===== src/rtl/if_prefetch_stage_if.sv =====
// if_prefetch_stage_if
//   Instruction-memory bus between the fetch stage and the IM.
//   im_req/im_addr  : request valid and word address (held until im_gnt)
//   im_gnt          : IM accepts the request this cycle (req & gnt = issue)
//   im_rvalid/rdata : returned instruction, in issue order, >= 1 cycle after issue
//   master modport  : fetch-stage side; slave modport : IM side
interface if_prefetch_stage_if;
    logic        im_req;
    logic [31:0] im_addr;
    logic        im_gnt;
    logic        im_rvalid;
    logic [31:0] im_rdata;

    modport master (output im_req, output im_addr,
                    input  im_gnt, input  im_rvalid, input im_rdata);
    modport slave  (input  im_req, input  im_addr,
                    output im_gnt, output im_rvalid, output im_rdata);
endinterface


===== src/rtl/if_prefetch_stage.sv =====
// if_prefetch_stage
//   Instruction-fetch stage with a prefetch queue in front of the IF/ID register.
//   It decouples the variable-latency IM from the pipeline, absorbs ID stalls and
//   flushes on branch/jump redirects. It shows a bubble (all zero) when empty.
//
//   Clock, Reset      : rising-edge clock, synchronous active-high reset
//   redirect          : taken branch/jump from ID
//   redirect_pc       : redirect target
//   id_stall          : ID cannot accept the head this cycle
//   im                : IM request/return bus (if_prefetch_stage_if.master)
//   if_valid          : head outputs hold a real instruction
//   if_Inst/PC/if_pc4 : head instruction, its address, address+4 (0 when !if_valid)
//
//   Optional macro IF_PERF_EN adds perf_fetched, perf_flushed, perf_starve counters.
//
//   state | meaning
//   IDLE  | first cycle after reset, nothing issued
//   RUN   | normal fetching
//   FLUSH | waiting for pre-redirect words to come back and be dropped
module if_prefetch_stage #(
    parameter int          DEPTH    = 4,
    parameter int          MAX_OUT  = 2,
    parameter logic [31:0] RESET_PC = 32'h0
) (
    input  logic                 Clock,
    input  logic                 Reset,
    input  logic                 redirect,
    input  logic [31:0]          redirect_pc,
    input  logic                 id_stall,
    if_prefetch_stage_if.master  im,
    output logic                 if_valid,
    output logic [31:0]          if_Inst,
    output logic [31:0]          PC,
`ifdef IF_PERF_EN
    output logic [31:0]          perf_fetched,
    output logic [31:0]          perf_flushed,
    output logic [31:0]          perf_starve,
`endif
    output logic [31:0]          if_pc4
);

    localparam int AW = $clog2(DEPTH);
    localparam int OW = $clog2(MAX_OUT + 1);
    localparam int SW = AW + 2;
    localparam logic [OW-1:0] MAX_OUT_C = OW'(MAX_OUT);
    localparam logic [SW-1:0] DEPTH_C   = SW'(DEPTH);

    typedef enum logic [1:0] {IDLE, RUN, FLUSH} state_t;

    state_t         state_q, state_d;
    logic [31:0]    fpc_q, fpc_d;
    logic [OW-1:0]  out_cnt_q, out_cnt_d;
    logic [OW-1:0]  discard_q, discard_d;
    logic [AW-1:0]  rd_q, rd_d, wr_q, wr_d;
    logic [AW:0]    cnt_q, cnt_d;
    logic [31:0]    addr_q [DEPTH];
    logic [31:0]    data_q [DEPTH];

    logic           ret, issue, push, pop, drop;
    logic [31:0]    push_addr;

    // Queue entries carry the fetch address; the oldest outstanding address is
    // recovered from the head of a small in-order address FIFO below.
    logic [31:0]    ofifo_q [MAX_OUT];
    logic [$clog2(MAX_OUT+1)-1:0] ordp_q, ordp_d;   // index of oldest in-flight addr
    logic [$clog2(MAX_OUT+1)-1:0] owrp_q, owrp_d;

    // A return with nothing tracked in flight (e.g. IM not reset with us) is ignored.
    assign ret = im.im_rvalid && (out_cnt_q != '0);

    assign if_valid = (cnt_q != '0);
    assign if_Inst  = if_valid ? data_q[rd_q] : 32'h0;
    assign PC       = if_valid ? addr_q[rd_q] : 32'h0;
    assign if_pc4   = if_valid ? addr_q[rd_q] + 32'd4 : 32'h0;

    assign im.im_addr = fpc_q;
    assign push_addr  = ofifo_q[ordp_q];

    function automatic logic [$clog2(MAX_OUT+1)-1:0] oinc(input logic [$clog2(MAX_OUT+1)-1:0] p);
        return (int'(p) == MAX_OUT - 1) ? '0 : p + 1'b1;
    endfunction

    always_comb begin
        state_d   = state_q;
        fpc_d     = fpc_q;
        out_cnt_d = out_cnt_q;
        discard_d = discard_q;
        rd_d      = rd_q;
        wr_d      = wr_q;
        cnt_d     = cnt_q;
        ordp_d    = ordp_q;
        owrp_d    = owrp_q;
        push      = 1'b0;
        pop       = 1'b0;
        drop      = 1'b0;

        im.im_req = (state_q == RUN) && !redirect &&
                    ((SW'(cnt_q) + SW'(out_cnt_q)) < DEPTH_C) &&
                    (out_cnt_q < MAX_OUT_C);
        issue     = im.im_req && im.im_gnt;

        if (ret)
            ordp_d = oinc(ordp_q);
        if (issue)
            owrp_d = oinc(owrp_q);

        if (redirect) begin
            // Head is not popped and a word returning now is dropped with the queue.
            drop      = ret;
            cnt_d     = '0;
            rd_d      = '0;
            wr_d      = '0;
            fpc_d     = redirect_pc;
            out_cnt_d = out_cnt_q - OW'(ret);
            discard_d = out_cnt_q - OW'(ret);
            state_d   = (out_cnt_q > OW'(ret)) ? FLUSH : RUN;
        end else begin
            if (issue)
                fpc_d = fpc_q + 32'd4;
            out_cnt_d = out_cnt_q + OW'(issue) - OW'(ret);
            if (ret) begin
                if (discard_q != '0) begin
                    drop      = 1'b1;
                    discard_d = discard_q - 1'b1;
                end else begin
                    push = 1'b1;
                end
            end
            pop   = if_valid && !id_stall;
            cnt_d = cnt_q + (AW+1)'(push) - (AW+1)'(pop);
            if (push)
                wr_d = wr_q + 1'b1;
            if (pop)
                rd_d = rd_q + 1'b1;
            case (state_q)
                IDLE:    state_d = RUN;
                FLUSH:   if (discard_d == '0) state_d = RUN;
                default: state_d = state_q;
            endcase
        end
    end

    always_ff @(posedge Clock) begin
        if (Reset) begin
            state_q   <= IDLE;
            fpc_q     <= RESET_PC;
            out_cnt_q <= '0;
            discard_q <= '0;
            rd_q      <= '0;
            wr_q      <= '0;
            cnt_q     <= '0;
            ordp_q    <= '0;
            owrp_q    <= '0;
        end else begin
            state_q   <= state_d;
            fpc_q     <= fpc_d;
            out_cnt_q <= out_cnt_d;
            discard_q <= discard_d;
            rd_q      <= rd_d;
            wr_q      <= wr_d;
            cnt_q     <= cnt_d;
            ordp_q    <= ordp_d;
            owrp_q    <= owrp_d;
        end
    end

    always_ff @(posedge Clock) begin
        if (issue && !Reset)
            ofifo_q[owrp_q] <= fpc_q;
        if (push && !Reset) begin
            addr_q[wr_q] <= push_addr;
            data_q[wr_q] <= im.im_rdata;
        end
    end

`ifdef IF_PERF_EN
    logic [31:0] flush_inc;
    assign flush_inc = (redirect ? 32'(cnt_q) : 32'h0) + 32'(drop);

    always_ff @(posedge Clock) begin
        if (Reset) begin
            perf_fetched <= '0;
            perf_flushed <= '0;
            perf_starve  <= '0;
        end else begin
            perf_fetched <= perf_fetched + 32'(push);
            perf_flushed <= perf_flushed + flush_inc;
            perf_starve  <= perf_starve + 32'(state_q == RUN && !if_valid && !id_stall);
        end
    end
`endif

endmodule


===== src/flat_wrapper.sv =====
// flat-port wrapper written by rule: the top's interface ports become plain ports
module if_prefetch_stage_flat 
#(
    parameter int          DEPTH    = 4,
    parameter int          MAX_OUT  = 2,
    parameter logic [31:0] RESET_PC = 32'h0
)
  (Clock, Reset, redirect, redirect_pc, id_stall, if_valid, if_Inst, PC, if_pc4, im_im_req, im_im_addr, im_im_gnt, im_im_rvalid, im_im_rdata);
  if_prefetch_stage_if im_i ();
  input  logic Clock;
  input  logic Reset;
  input  logic redirect;
  input  logic [31:0] redirect_pc;
  input  logic id_stall;
  output logic if_valid;
  output logic [31:0] if_Inst;
  output logic [31:0] PC;
  output logic [31:0] if_pc4;
  output wire logic [$bits(im_i.im_req)-1:0] im_im_req;
  output wire logic [$bits(im_i.im_addr)-1:0] im_im_addr;
  input wire logic [$bits(im_i.im_gnt)-1:0] im_im_gnt;
  input wire logic [$bits(im_i.im_rvalid)-1:0] im_im_rvalid;
  input wire logic [$bits(im_i.im_rdata)-1:0] im_im_rdata;
  assign im_im_req = im_i.im_req;
  assign im_im_addr = im_i.im_addr;
  assign im_i.im_gnt = im_im_gnt;
  assign im_i.im_rvalid = im_im_rvalid;
  assign im_i.im_rdata = im_im_rdata;
  if_prefetch_stage #(.DEPTH(DEPTH), .MAX_OUT(MAX_OUT), .RESET_PC(RESET_PC)) u_core (.Clock(Clock), .Reset(Reset), .redirect(redirect), .redirect_pc(redirect_pc), .id_stall(id_stall), .im(im_i), .if_valid(if_valid), .if_Inst(if_Inst), .PC(PC), .if_pc4(if_pc4));
endmodule

===== config.mk =====
export PLATFORM = sky130hd
export DESIGN_NAME = if_prefetch_stage_flat
export DESIGN_NICKNAME = d
export VERILOG_FILES = /design/src/rtl/if_prefetch_stage_if.sv /design/src/rtl/if_prefetch_stage.sv /design/src/flat_wrapper.sv
export SDC_FILE = /design/constraint.sdc
export NUM_CORES = 1
export LEC_CHECK = 0
export ABC_CLOCK_PERIOD_IN_PS = 12700
export BUFFER_PORTS_ARGS = -buffer_cell sky130_fd_sc_hd__buf_2
export CAP_MARGIN = 15
export CORE_MARGIN = 4
export CORE_UTILIZATION = 62
export DETAILED_ROUTE_END_ITERATION = 7
export GPL_TIMING_DRIVEN = 0
export PLACE_DENSITY_LB_ADDON = 0.15
export SLEW_MARGIN = 0
export SYNTH_ARGS = -nofsm -noshare
export SYNTH_HDL_FRONTEND = slang
export SYNTH_SLANG_ARGS = --single-unit

===== constraint.sdc =====
create_clock -name Clock -period 12.7 [get_ports Clock]
set_input_delay 0.635 -clock Clock [delete_from_list [all_inputs] [get_ports Clock]]
set_output_delay 0.635 -clock Clock [all_outputs]
set_load 0.005 [all_outputs]

**After elaboration in Yosys (flattened, before gate mapping)**

Memory sizes are Yosys's and may differ from the RTL's. A register that Yosys moved wholly into a read port is not among the register bits.
Cells that the tools add are included.

- Bits of input ports: 70
- Register bits: 49
- Word-level logic and storage cells: 83
- Memory bits (writable): 320
- Bits in latches: 0
- Memories: 3
- Bits in read-only memories: 0

Memory list:

| name | words | bits a word | rd ports | clocked after Yosys merged registers in | write ports | RTL line | source |
|---|---|---|---|---|---|---|---|
| u_core.addr_q | 4 | 32 | 1 | 1 | 1 | if_prefetch_stage.sv:56 | `logic [31:0] addr_q [DEPTH];` |
| u_core.data_q | 4 | 32 | 1 | 1 | 1 | if_prefetch_stage.sv:57 | `logic [31:0] data_q [DEPTH];` |
| u_core.ofifo_q | 2 | 32 | 1 | 1 | 1 | if_prefetch_stage.sv:64 | `logic [31:0] ofifo_q [MAX_OUT];` |

- $lt $le $gt $ge: 3
- Shift operators: 0
- Bitwise operators: 0
- Eq/ne operators: 5
- Reductions and logical operators: 20
- Add/subtract/negate cells: 13
- Muxes and demuxes: 30
- Multipliers: 0
- Div/mod/pow operators: 0

Operators by type and width:

| kind | count |
|---|---|
| two-way mux 32 bit | 5 |
| adder 32 x 3 -> 32 bit, second input constant | 2 |
| two-way mux 2 bit | 14 |
| two-way mux 1 bit | 10 |
| adder 2 x 1 -> 2 bit, second input constant | 4 |
| logical AND 1 bit | 8 |
| == test 2 bit, second input constant | 3 |
| nonzero test 2 bit | 3 |
| nonzero test 3 bit | 2 |
| adder 3 x 2 -> 4 bit | 1 |
| zero test 2 bit | 2 |
| less-than comparator 4 x 3 -> 1 bit, second input constant | 1 |
| one-hot mux 2 bit (2 select lines) | 1 |
| subtractor 2 x 1 -> 2 bit | 2 |
| adder 3 x 1 -> 3 bit | 1 |
| zero test 1 bit | 3 |
| inequality test 3 x 2 -> 1 bit, second input constant | 1 |
| subtractor 3 x 1 -> 3 bit | 1 |
| adder 2 x 1 -> 2 bit | 1 |
| == test 2 x 1 -> 1 bit, second input constant | 1 |
| > comparator 2 x 1 -> 1 bit | 1 |
| less-than comparator 2 bit, second input constant | 1 |
| AND reduction 2 bit | 1 |
| OR reduction 2 bit | 1 |
| subtractor 2 x 1 -> 2 bit, second input constant | 1 |

**Logic depth before layout (Yosys ltp)**

- Word-level depth: 8
- Mapped depth: 10
- Mapped depth without buffers: 9

**Least setup slack after synthesis**

Ideal clock, no wire load.

- Path type: in2reg
- Start: input redirect
- End: memory u_core.ofifo_q[1][0], enable pin
- Slack: 8.328 ns
- Stages: 5
- Required time: 12.232 ns
- Library setup time: 0.468 ns
- Path buffers: 2
- Arrival: 3.905 ns
- Cell sequence: nor4_1 -> nand4_1 -> clkbuf_1 -> clkbuf_1 -> nor3b_1

- Cells in the longest elaborated chain, start to end: 8

Ends and longest elaborated chain:

| element | RTL line | source |
|---|---|---|
| from (decl) | flat_wrapper.sv:12 | `input logic redirect;` |
| zero test 1 bit | if_prefetch_stage.sv:97 | `im.im_req = (state_q == RUN) && !redirect &&` |
| logical AND 1 bit (2 in a row) | if_prefetch_stage.sv:97 |  |
| logical AND 1 bit | if_prefetch_stage.sv:98 | `((SW'(cnt_q) + SW'(out_cnt_q)) < DEPTH_C) &&` |
| logical AND 1 bit | if_prefetch_stage.sv:100 | `issue = im.im_req && im.im_gnt;` |
| logical AND 1 bit | if_prefetch_stage.sv:168 | `if (issue && !Reset)` |
| two-way mux 1 bit | if_prefetch_stage.sv:168 |  |
| two-way mux 1 bit (not written as such) | if_prefetch_stage.sv:169 | `ofifo_q[owrp_q] <= fpc_q;` |
| to (decl) | if_prefetch_stage.sv:64 |  |

Every way passes these cells.

==> qor_table.md <==
| Metric | Value | Unit |
| --- | --- | --- |
| Run status | complete, no violations | - |
| Number of max-capacitance violations reported | 0 | - |
| Net switching component of the power | 0.628 | mW |
| Ratio of cells with drive above 1 in the final layout | 30.9 | % |
| Crit path cell chain | buf_2, buf_4, mux4_1, ha_1, nand3_2, or3_1, clkbuf_1, or4_1, a21oi_1, buf_2 | - |
| Worst min path class | input pin to flip-flop | - |
| Cell with the most instances after synthesis | sky130_fd_sc_hd__edfxtp_1 | - |
| Insertion delay of the later-clocked pin in the worst-skew pair | 520 | ps |
| Period minus WS final | 4200 | ps |
| Total of buffers placed on input and output ports | 198 | - |
| Number of design rule violations left after detail routing | 0 | - |
| Biggest area consumer among synthesized cells | sky130_fd_sc_hd__edfxtp_1 | - |
| Number of gates resized after cts | 0 | - |
| Area growth syn-to-layout | 18.9 | % |
| Initial antenna violation count | 0 | - |
| Cell-internal power | 2.20 | mW |
| Number of unique standard cell types used by synthesis | 58 | - |
| Grt ovf | 0 | - |
| Largest voltage drop on the vdd net | 111 | uV |
| Fin cells | 1566 | - |
| Sequential share of the synthesized area | 68.7 | % |
| Via count of the routed design | 9671 | - |
| Chip Height | 166 | microns |
| Post-DRT Antenna Nets | 0 | - |
| Met3 layer usage reported by global route | 4.93 | % |
| Post-CTS Setup Bufs | 0 | - |
| Cts bufs inserted | 38 | - |
| CP endpoint kind | primary output | - |
| Pin count of the biggest net entering global routing | 62 | - |
| Via count of the first global-routing pass | 9971 | - |
| Remaining max-slew budget at the tightest pin | 36.9 | % |
| Number of synthesized flops with an enable pin | 320 | - |
| Clock tree from TritonCTS | done | - |
| Antenna Diode Count | 0 | - |
| Post-synthesis cell area | 15400 | sq um |
| Deepest level of the CTS H-tree | 2 | - |
| Routability congestion estimate from global placement | 0.920 | - |
| Number of storage elements in the synthesis netlist | 370 | - |
| Post-route total power | 2.82 | mW |
| Syn. warnings | 0 | - |
| Starting Density | 63.3 | % |
| Final net count | 1295 | - |
| Final Max Tran Viols | 0 | - |
| Number of inserted filler cells in the final layout | 1474 | - |
| Category of the most critical setup path | flip-flop to primary output | - |
| Post-synthesis cell count | 965 | - |
| Static leakage power | 6.48 | nW |
| Post-Route Setup TNS | 0 | ps |
| Power per cell area | 154 | nW/um^2 |
| Busiest layer in global routing | met2 | - |
| Most Frequent Cell on Critical Path | sky130_fd_sc_hd__buf_2 | - |
| Number of placed I/O pins | 200 | - |
| Transition time of the tightest slew-check pin | 942 | ps |
| Cell at the root of the clock tree | sky130_fd_sc_hd__clkbuf_16 | - |
| Sum of net half-perimeters after detailed placement | 23300 | microns |
| WL per Instance | 22.9 | microns |
| Global-route usage over all layers | 25.8 | % |
| Share of power burned in combinational logic | 9.6 | % |
| Core area | 24400 | sq um |
| Share of Yosys cell area claimed by the top area cell type | 62.2 | % |
| Via-per-instance ratio | 6.18 | - |
| Unrepaired setup endpoints after global routing | no | - |
| Die extent in x | 166 | microns |
| Top cells by area, synth | sky130_fd_sc_hd__edfxtp_1 (62%), sky130_fd_sc_hd__mux4_2 (7.3%), sky130_fd_sc_hd__dfxtp_1 (6.5%) | - |
| Commonest cells in the netlist | sky130_fd_sc_hd__edfxtp_1 (320), sky130_fd_sc_hd__and2_1 (66), sky130_fd_sc_hd__nor2_1 (54), sky130_fd_sc_hd__dfxtp_1 (50), sky130_fd_sc_hd__mux4_2 (50) | - |
| Count of endpoints failing setup in the final report | 0 | - |
| First-pass GRT wire length | 55900 | microns |
| Routed wire length | 35900 | microns |
| Most frequently used flop master after synthesis | sky130_fd_sc_hd__edfxtp_1 | - |
| Crit start category | flip-flop | - |
| Die area | 27500 | sq um |
| Timing-limited maximum frequency | 0.238 | GHz |
| Cell row count | 57 | - |
| Pre-Repair DR Iteration Count | 5 | - |
| Clk network pwr share | 41.7 | % |
| Fraction of synthesis flops using an asynchronous set or reset pin | 0 | % |
| Tcrit/Tclk final | 33.1 | % |
| Synthesized area per cell | 16.0 | sq um |
| M2 GR Usage | 43.3 | % |
| Critical path's largest stage delay | 520 | ps |
| Fin Clk Skew | 15.3 | ps |
| Worst EP required | 12060 | ps |
| Met1 Use GR | 34.7 | % |
| Final Hold Vio Count | 0 | - |
| Fraction of power consumed by sequential logic | 48.7 | % |
| Net switching fraction of the power | 22.2 | % |
| Sink count of the clock tree | 370 | - |
| Hold Buf Count CTS | 0 | - |
| Worst path arrival time | 3570 | ps |
| Maximum root-to-sink buffer count | 3 | - |
| Largest fanout on the critical path | 10 | - |
| Final core utilization | 75.3 | % |
| Synth Net Count | 1048 | - |
| Worst-path cell with the longest stage delay | sky130_fd_sc_hd__or4_1 | - |
| Drt initial violations | 1055 | - |
| Clock edge transition at the registers on the reported setup and hold paths | 60 | ps |
| Placed instance count | 1496 | - |
==> cells by family (layout without fill, tap and decap cells) <==
group | Yosys count | in the layout | synth area share (%)
and+or+nand+nor | 273 | 273 | 9.81
xor gates and xnor gates | 25 | 25 | 1.42
AOI/OAI and AO/OA | 102 | 102 | 4.01
DFF | 370 | 370 | 68.7
buffers and inverters | 75 | 352 | 2.20
adders and majority gates | 13 | 13 | 1.10
muxes | 107 | 107 | 12.8
==> final timing paths <==
path                                        start               endpoint  slack [ps]  cells after the start
worst min register to register  u_core.state_q[0]      u_core.state_q[1]         520                      2
worst max-delay path                    flip-flop             if_pc4[26]        8500                     10
worst min-delay path               im_im_rdata[1]    u_core.data_q[0][1]         330                      1
worst max register to register    u_core.cnt_q[1]  u_core.ofifo_q[1][19]        9490                      7
==> worst max-delay path: cells and delay by family (launching register included) <==
family,cells,cell delay [ps]
buffers and inverters,4,810
multiplexers,1,350
adder cells (fa/ha/maj),1,310
AND/OR/NAND/NOR,3,1120
AO/OA/AOI/OAI,1,160
flip-flops,1,300
==> state kept, by name, indices dropped and copies added, names as in the netlist, 3 cells and up, named ones only <==
| signal | count |
|---|---|
| u_core.im.im_addr | 32 |
| u_core.ofifo_q | 64 |
| u_core.addr_q | 128 |
| u_core.cnt_q | 3 |
| u_core.data_q | 128 |
==> power groups by stage <==
stage / registers (mW) / logic [mW] / clock network, mW
6_report: 1.38 / 0.271 / 1.18
5_1_grt: 1.38 / 0.295 / 1.25
4_1_cts: 1.37 / 0.271 / 1.19
3_5_place_dp: 1.40 / 0.267 / 0
3_3_place_gp: 1.40 / 0.259 / 0
2_1_floorplan: 1.39 / 0.152 / 0
==> layout make-up <==
| type | count | area, sq um | area share [%] |
|---|---|---|---|
| well taps | 324 | 405 | 2.21 |
| clock inverters | 24 | 295 | 1.61 |
| multi-input cells | 520 | 4530 | 24.7 |
| repair buffers | 207 | 1140 | 6.22 |
| clock buffers | 46 | 1040 | 5.69 |
| flip-flops and latches | 370 | 10600 | 57.8 |
| plain buffers | 53 | 256 | 1.40 |
| inverters | 22 | 82.6 | 0.450 |
==> metal layers <==
layer  share of wire [%]  up-vias
li1                    -     4272
met4                 3.1        0
met3                 7.8       90
met2                  49      543
met5                   0        -
met1                  40     4766
==> metrics by stage <==
stage / cell area (sq um) / hold slack (ps) / worst slack (ps)
finish: 18400 / 331 / 8500
global route: 18400 / 321 / 8350
CTS: 18400 / 311 / 8480
detailed placement: 17000 / 509 / 9040
global placement: 16800 / 493 / 6530
floorplan: 15400 / 469 / 8330
==> layout by cell type, fill, tap and decap left out, types with 3 or more instances in the layout <==
cell type | Yosys | final
sky130_fd_sc_hd__o31ai_1 | 7 | 7
sky130_fd_sc_hd__buf_4 | 3 | 3
sky130_fd_sc_hd__clkinv_2 | 0 | 6
sky130_fd_sc_hd__clkbuf_16 | 0 | 41
sky130_fd_sc_hd__mux4_1 | 14 | 14
sky130_fd_sc_hd__buf_2 | 7 | 205
sky130_fd_sc_hd__mux4_2 | 50 | 50
sky130_fd_sc_hd__xor2_1 | 10 | 10
sky130_fd_sc_hd__and3_4 | 0 | 4
sky130_fd_sc_hd__a21oi_1 | 39 | 39
sky130_fd_sc_hd__clkinv_1 | 0 | 8
sky130_fd_sc_hd__nor3_1 | 13 | 11
sky130_fd_sc_hd__nand2_1 | 42 | 42
sky130_fd_sc_hd__mux2_2 | 39 | 39
sky130_fd_sc_hd__nand3_1 | 13 | 13
sky130_fd_sc_hd__or3_1 | 12 | 12
sky130_fd_sc_hd__nor3_2 | 1 | 3
sky130_fd_sc_hd__bufinv_16 | 0 | 7
sky130_fd_sc_hd__or4_1 | 11 | 11
sky130_fd_sc_hd__nor4_1 | 11 | 11
sky130_fd_sc_hd__inv_1 | 22 | 22
sky130_fd_sc_hd__and3_1 | 7 | 3
sky130_fd_sc_hd__buf_1 | 5 | 5
sky130_fd_sc_hd__dfxtp_1 | 50 | 50
sky130_fd_sc_hd__ha_1 | 12 | 12
sky130_fd_sc_hd__buf_6 | 2 | 7
sky130_fd_sc_hd__nand4_1 | 23 | 23
sky130_fd_sc_hd__edfxtp_1 | 320 | 320
sky130_fd_sc_hd__and2_1 | 66 | 66
sky130_fd_sc_hd__xnor2_1 | 15 | 15
sky130_fd_sc_hd__and4_1 | 5 | 5
sky130_fd_sc_hd__a31oi_1 | 10 | 10
sky130_fd_sc_hd__clkbuf_1 | 34 | 39
sky130_fd_sc_hd__mux2i_1 | 4 | 4
sky130_fd_sc_hd__o21ai_0 | 20 | 20
sky130_fd_sc_hd__nor2_1 | 54 | 54
sky130_fd_sc_hd__a211oi_1 | 10 | 10
No activity file was read; power rests on OpenSTA's default activity.
